`src/rtl/jt12_snd_decim.sv`:
```
// jt12_snd_decim
// Decimating audio sink for the Megadrive/Genesis mixer path.
// Accumulates DIV accepted stereo input samples per channel (box-car
// accumulate-and-dump), scales the sum by an arithmetic right shift of
// SHIFT, saturates it to 16 bits and hands the pair to a consumer through
// a 2-entry FIFO with a valid/ready handshake.
//
// Parameters:
//   DIV   input samples per output sample (2..65536)
//   SHIFT arithmetic right shift applied to the sum (gain = DIV/2^SHIFT)
//   ACCW  accumulator width, at least 16+ceil(log2(DIV))
//
// Ports:
//   clk        system clock
//   rst_n      asynchronous active-low reset
//   cen_in     input sample strobe
//   snd_left   signed left input, sampled when cen_in=1
//   snd_right  signed right input, sampled when cen_in=1
//   out_left   signed decimated left sample at FIFO head
//   out_right  signed decimated right sample at FIFO head
//   out_valid  FIFO non-empty
//   out_ready  consumer accepts the head when out_valid=1
//   clip       sticky: an output sample saturated
//   ovf        sticky: a dump was dropped because the FIFO was full
//   flag_clr   synchronous clear of clip and ovf (a set on the same edge wins)
module jt12_snd_decim #(
  parameter int DIV   = 1024,
  parameter int SHIFT = 10,
  parameter int ACCW  = 33
) (
  input  logic               clk,
  input  logic               rst_n,
  input  logic               cen_in,
  input  logic signed [15:0] snd_left,
  input  logic signed [15:0] snd_right,
  output logic signed [15:0] out_left,
  output logic signed [15:0] out_right,
  output logic               out_valid,
  input  logic               out_ready,
  output logic               clip,
  output logic               ovf,
  input  logic               flag_clr
);

  localparam int CW = (DIV > 2) ? $clog2(DIV) : 1;
  localparam logic [CW-1:0] CNT_LAST = CW'(DIV - 1);
  localparam logic signed [ACCW-1:0] SAT_MAX = ACCW'(32767);
  localparam logic signed [ACCW-1:0] SAT_MIN = ACCW'(-32768);

  // ------------------------------------------------------------------
  // Sample counter: advances only on accepted samples, so cen_in gaps
  // simply stretch the accumulation window.
  // ------------------------------------------------------------------
  logic [CW-1:0] cnt_reg;
  logic          block_end;

  assign block_end = cen_in && (cnt_reg == CNT_LAST);

  always_ff @(posedge clk or negedge rst_n) begin
    if (!rst_n) begin
      cnt_reg <= '0;
    end else if (cen_in) begin
      cnt_reg <= block_end ? '0 : cnt_reg + 1'b1;
    end
  end

  // Dump pending: set by the last sample of a block, consumed on the next
  // edge by the FIFO write stage. DIV>=2 guarantees no overlap.
  logic dump_pend_reg;

  always_ff @(posedge clk or negedge rst_n) begin
    if (!rst_n) begin
      dump_pend_reg <= 1'b0;
    end else if (block_end) begin
      dump_pend_reg <= 1'b1;
    end else if (dump_pend_reg) begin
      dump_pend_reg <= 1'b0;
    end
  end

  // ------------------------------------------------------------------
  // Per-channel accumulate, dump, scale and saturate.
  // Channel 0 = left, channel 1 = right.
  // ------------------------------------------------------------------
  logic signed [15:0] snd_in  [2];
  logic signed [15:0] sat_val [2];
  logic [1:0]         sat_hit;

  assign snd_in[0] = snd_left;
  assign snd_in[1] = snd_right;

  genvar gi;
  generate
    for (gi = 0; gi < 2; gi++) begin : g_chan
      logic signed [ACCW-1:0] acc_reg;
      logic signed [ACCW-1:0] dump_reg;
      logic signed [ACCW-1:0] snd_ext;
      logic signed [ACCW-1:0] shifted;
      logic signed [15:0]     sat_loc;
      logic                   hit_loc;

      assign snd_ext = {{(ACCW-16){snd_in[gi][15]}}, snd_in[gi]};

      always_ff @(posedge clk or negedge rst_n) begin
        if (!rst_n) begin
          acc_reg  <= '0;
          dump_reg <= '0;
        end else if (cen_in) begin
          if (block_end) begin
            // The last sample joins the dump directly so the block is
            // exactly DIV samples and the accumulator restarts clean.
            dump_reg <= acc_reg + snd_ext;
            acc_reg  <= '0;
          end else begin
            acc_reg  <= acc_reg + snd_ext;
          end
        end
      end

      assign shifted = dump_reg >>> SHIFT;

      always_comb begin
        hit_loc = 1'b0;
        sat_loc = shifted[15:0];
        if (shifted > SAT_MAX) begin
          hit_loc = 1'b1;
          sat_loc = 16'sh7fff;
        end else if (shifted < SAT_MIN) begin
          hit_loc = 1'b1;
          sat_loc = -16'sh8000;
        end
      end

      assign sat_val[gi] = sat_loc;
      assign sat_hit[gi] = hit_loc;
    end
  endgenerate

  // ------------------------------------------------------------------
  // 2-entry FIFO. A write into a full FIFO still succeeds when the head
  // is popped on the same edge; otherwise the pair is dropped.
  // ------------------------------------------------------------------
  logic signed [15:0] mem_left  [2];
  logic signed [15:0] mem_right [2];
  logic               wr_ptr_reg;
  logic               rd_ptr_reg;
  logic [1:0]         count_reg;
  logic               pop;
  logic               push;

  assign pop  = out_valid && out_ready;
  assign push = dump_pend_reg && ((count_reg != 2'd2) || pop);

  always_ff @(posedge clk or negedge rst_n) begin
    if (!rst_n) begin
      for (int i = 0; i < 2; i++) begin
        mem_left[i]  <= '0;
        mem_right[i] <= '0;
      end
      wr_ptr_reg <= 1'b0;
      rd_ptr_reg <= 1'b0;
      count_reg  <= 2'd0;
    end else begin
      if (push) begin
        mem_left[wr_ptr_reg]  <= sat_val[0];
        mem_right[wr_ptr_reg] <= sat_val[1];
        wr_ptr_reg            <= ~wr_ptr_reg;
      end
      if (pop) begin
        rd_ptr_reg <= ~rd_ptr_reg;
      end
      if (push && !pop) begin
        count_reg <= count_reg + 2'd1;
      end else if (pop && !push) begin
        count_reg <= count_reg - 2'd1;
      end
    end
  end

  // Head is read straight from the storage registers; when empty it shows
  // whatever the read pointer last addressed (zero after reset).
  assign out_left  = mem_left[rd_ptr_reg];
  assign out_right = mem_right[rd_ptr_reg];
  assign out_valid = (count_reg != 2'd0);

  // ------------------------------------------------------------------
  // Sticky flags. Saturation is flagged whether or not the pair fits.
  // ------------------------------------------------------------------
  logic clip_reg;
  logic ovf_reg;
  logic clip_set;
  logic ovf_set;

  assign clip_set = dump_pend_reg && (|sat_hit);
  assign ovf_set  = dump_pend_reg && !push;

  always_ff @(posedge clk or negedge rst_n) begin
    if (!rst_n) begin
      clip_reg <= 1'b0;
      ovf_reg  <= 1'b0;
    end else begin
      if (clip_set)      clip_reg <= 1'b1;
      else if (flag_clr) clip_reg <= 1'b0;
      if (ovf_set)       ovf_reg  <= 1'b1;
      else if (flag_clr) ovf_reg  <= 1'b0;
    end
  end

  assign clip = clip_reg;
  assign ovf  = ovf_reg;

endmodule
```
`config.mk`:
```
export PLATFORM = sky130hd
export DESIGN_NAME = jt12_snd_decim
export DESIGN_NICKNAME = d
export VERILOG_FILES = /design/src/rtl/jt12_snd_decim.sv
export SDC_FILE = /design/constraint.sdc
export NUM_CORES = 1
export LEC_CHECK = 0
export CORE_MARGIN = 2
export CORE_UTILIZATION = 60
export CTS_BUF_LIST = sky130_fd_sc_hd__clkbuf_16
export DETAILED_ROUTE_END_ITERATION = 7
export PLACE_DENSITY = 0.89
export SYNTH_ARGS = -nofsm -noshare
export SYNTH_HDL_FRONTEND = slang
export SYNTH_SLANG_ARGS = --single-unit
```
`constraint.sdc`:
```
create_clock -name clk -period 4.1 [get_ports clk]
set_clock_uncertainty 0.2 [all_clocks]
set_input_delay 0.41 -clock clk [delete_from_list [all_inputs] [get_ports clk]]
set_output_delay 0.41 -clock clk [all_outputs]
set_load 0.01 [all_outputs]
```
==> impl_metrics.env <==
export IMPL_cts_path_max_buffers=2
export IMPL_path_class="input pin to register"
export IMPL_core_area_sq_um=18000
export IMPL_switchingPower_mw=3.30
export IMPL_clkTransAtPathRegs_ns=0.07
export IMPL_root_buffer="clkbuf_16"
export IMPL_die_area_sq_um=19500
export IMPL_ys_warn_count=0
export IMPL_critPathRequiredTime_ns=4.20
export IMPL_p_seq_frac=0.311
export IMPL_pwr_share_comb=0.484
export IMPL_synth_area_leaders="dfrtp_1, ha_1, o21ai_0, nand2_1, mux2_2"
export IMPL_cp_arrival_ns=3.46
export IMPL_async_flop_share=1.00
export IMPL_setup_tns_ns=0
export IMPL_pwr_density_cell_nw_per_um2=640
export IMPL_first_pass_iters=5
export IMPL_cts_hold_buf=1
export IMPL_rows=49
export IMPL_cts_tree="yes"
export IMPL_synth_seq_cells=193
export IMPL_synthDistinctLibCells=65
export IMPL_dominantRegCellSynth="dfrtp_1"
export IMPL_ant_nets=0
export IMPL_setup_viol=0
export IMPL_vias_per_cell=6.23
export IMPL_final_common_cell="dfrtp_1"
export IMPL_drt_iter0_drc=756
export IMPL_hold_viol_final=0
export IMPL_start_util=0.612
export IMPL_drcViolationCount=0
export IMPL_slew_headroom=0.168
export IMPL_slew_violations=0
export IMPL_cts_setup_buffers=0
export IMPL_max_vdd_ir_drop_mv=0.382
export IMPL_antenna_cells=0
export IMPL_grt_pass1_vias=8631
export IMPL_area_growth_pct=13.6
export IMPL_clock_fmax_ghz=0.298
export IMPL_maxCapViolations=0
export IMPL_final_cell_mix="dfrtp_1, nand2_1, o21ai_0, clkdlybuf4s50_1"
export IMPL_endpoint_kind="register"
export IMPL_die_height_um=140
export IMPL_largest_reg_flops=66
export IMPL_period_share=0.820
export IMPL_p_leak_nw=5.60
export IMPL_nNetsFinal=1302
export IMPL_status="completed"
export IMPL_grt_overflow_total=0
export IMPL_netlist_area_leader_share=0.438
export IMPL_synth_edf_count=0
export IMPL_via_count=8965
export IMPL_die_w_um=140
export IMPL_synth_nets=1250
export IMPL_cp_max_fo=13
export IMPL_clock_sinks=193
export IMPL_min_period_ns=3.36
export IMPL_antenna_found_initial=0
export IMPL_drt_wirelength_per_cell_um=17.4
export IMPL_design_portCount=72
export IMPL_grt_max_degree=121
export IMPL_swShare=0.412
export IMPL_clock_latency_ns=0.44
export IMPL_synthCells=1145
export IMPL_grtUsageTotal=0.263
export IMPL_cts_resized=0
export IMPL_tightestPinTransition_ns=1.24
export IMPL_startpoint_type="input pin"
export IMPL_dp_hpwl_mm=17.0
export IMPL_rsz0062_at_grt="no"
export IMPL_cts_buffers=17
export IMPL_syn_area_per_cell_sq_um=9.63
export IMPL_port_buffers=71
export IMPL_gp_congestion=0.964
export IMPL_drive_above_1_share=0.0992
export IMPL_total_power_mw=8.02
export IMPL_grt_pass1_wl_mm=42.2
export IMPL_clock_power_share=0.205
export IMPL_htreeDepth=4
export IMPL_ys_seq_area_frac=0.438
export IMPL_hold_path_class="register to register"
export IMPL_yosys_area_top_type="dfrtp_1"
export IMPL_netlist_area_sq_um=11000
export IMPL_drt_wl_total_mm=25.0
export IMPL_cellInternalPower_mw=4.72
==> final timing paths <==
kind,cells after the start,to,start,slack (ns)
setup / recovery,11,g_chan[0].dump_reg[29],snd_left[15],0.74
hold / removal,1,cnt_reg[4],cnt_reg[4],0.27
setup reg to reg,12,g_chan[0].dump_reg[30],g_chan[0].acc_reg[0],0.87
hold reg to reg,1,cnt_reg[4],cnt_reg[4],0.27
max in group asynchronous,3,g_chan[0].dump_reg[27],rst_n,2.25
min in group asynchronous,2,g_chan[0].acc_reg[10],rst_n,0.48
==> worst max-delay path, cell delays in order <==
cell and delay (ns):
clkdlybuf4s50_1 0.85, buf_4 0.29, ha_1 0.31, and2_1 0.24, a41oi_1 0.24, o21ai_0 0.16
a211oi_1 0.40, nor2_1 0.11, o22ai_1 0.17, xor2_1 0.20, o21ai_0 0.09
==> layout make-up <==
type                    count  area [sq um]
clock buffers              17           425
clock inverters            15           154
fillers                  1288          5490
inverters                  23          86.3
multi-input cells         874          5910
flip-flops and latches    193          4830
well taps                 229           287
repair buffers             88           845
==> Yosys cell counts (4+ instances only) <==
cell	count
clkbuf_1	49
nand2b_1	15
nor3_1	11
ha_1	66
nand2_1	166
a21boi_0	4
o211ai_1	4
dfrtp_1	193
a21o_1	28
o41ai_1	4
o31ai_2	4
xnor2_1	38
o21a_1	9
o21ai_1	11
o21ai_0	146
a31oi_1	7
a31o_2	6
xor2_1	29
a21oi_1	66
inv_1	22
nor4_1	4
or3_1	5
nor2_1	41
o2bb2ai_1	47
nand3_1	16
a2111oi_0	4
o21bai_1	7
nor2b_1	13
a211oi_1	7
o31ai_1	7
mux2_2	43
and3_1	11
nand4_1	10
==> cell families after synthesis <==
logic type / Yosys count / synth area share
compound gates: 395 / 0.238
simple gates: 300 / 0.120
flops: 193 / 0.438
buf+inv: 78 / 0.0269
xor+xnor: 68 / 0.0547
fa+ha+maj: 68 / 0.0785
mux: 43 / 0.0439
==> power groups by stage <==
| stage | combinational [mW] | clock, mW | sequential [mW] |
|---|---|---|---|
| finish | 3.89 | 1.65 | 2.49 |
| global route | 4.28 | 1.74 | 2.53 |
| CTS | 3.81 | 1.67 | 2.49 |
| detailed placement | 3.77 | 0 | 2.51 |
| global placement | 3.61 | 0 | 2.50 |
| floorplan | 2.94 | 0 | 2.45 |
==> through the flow <==
stage | util | worst slack (ns) | std cells | hold WS (ns) | instance area (sq um)
floorplan | - | 1.17 | 1145 | -0.0856 | 11000
global placement | 0.663 | 0.468 | 1406 | 0.252 | 11900
detailed placement | 0.663 | 0.358 | 1406 | 0.256 | 11900
CTS | 0.695 | 0.800 | 1439 | 0.272 | 12500
global route | 0.695 | 0.560 | 1439 | 0.284 | 12500
finish | 0.695 | 0.739 | 1439 | 0.268 | 12500
==> layer usage <==
layer | part of all wire | wire length [um] | global-route usage | up-vias
met1 | 0.46 | 11500 | 0.378 | 4333
li1 | - | - | - | 4272
met4 | 0.013 | 319 | 0.0647 | 0
met3 | 0.060 | 1490 | 0.0461 | 37
met2 | 0.47 | 11700 | 0.419 | 323
met5 | 0 | 0 | 0 | -
(Power assumes the default switching activity.)
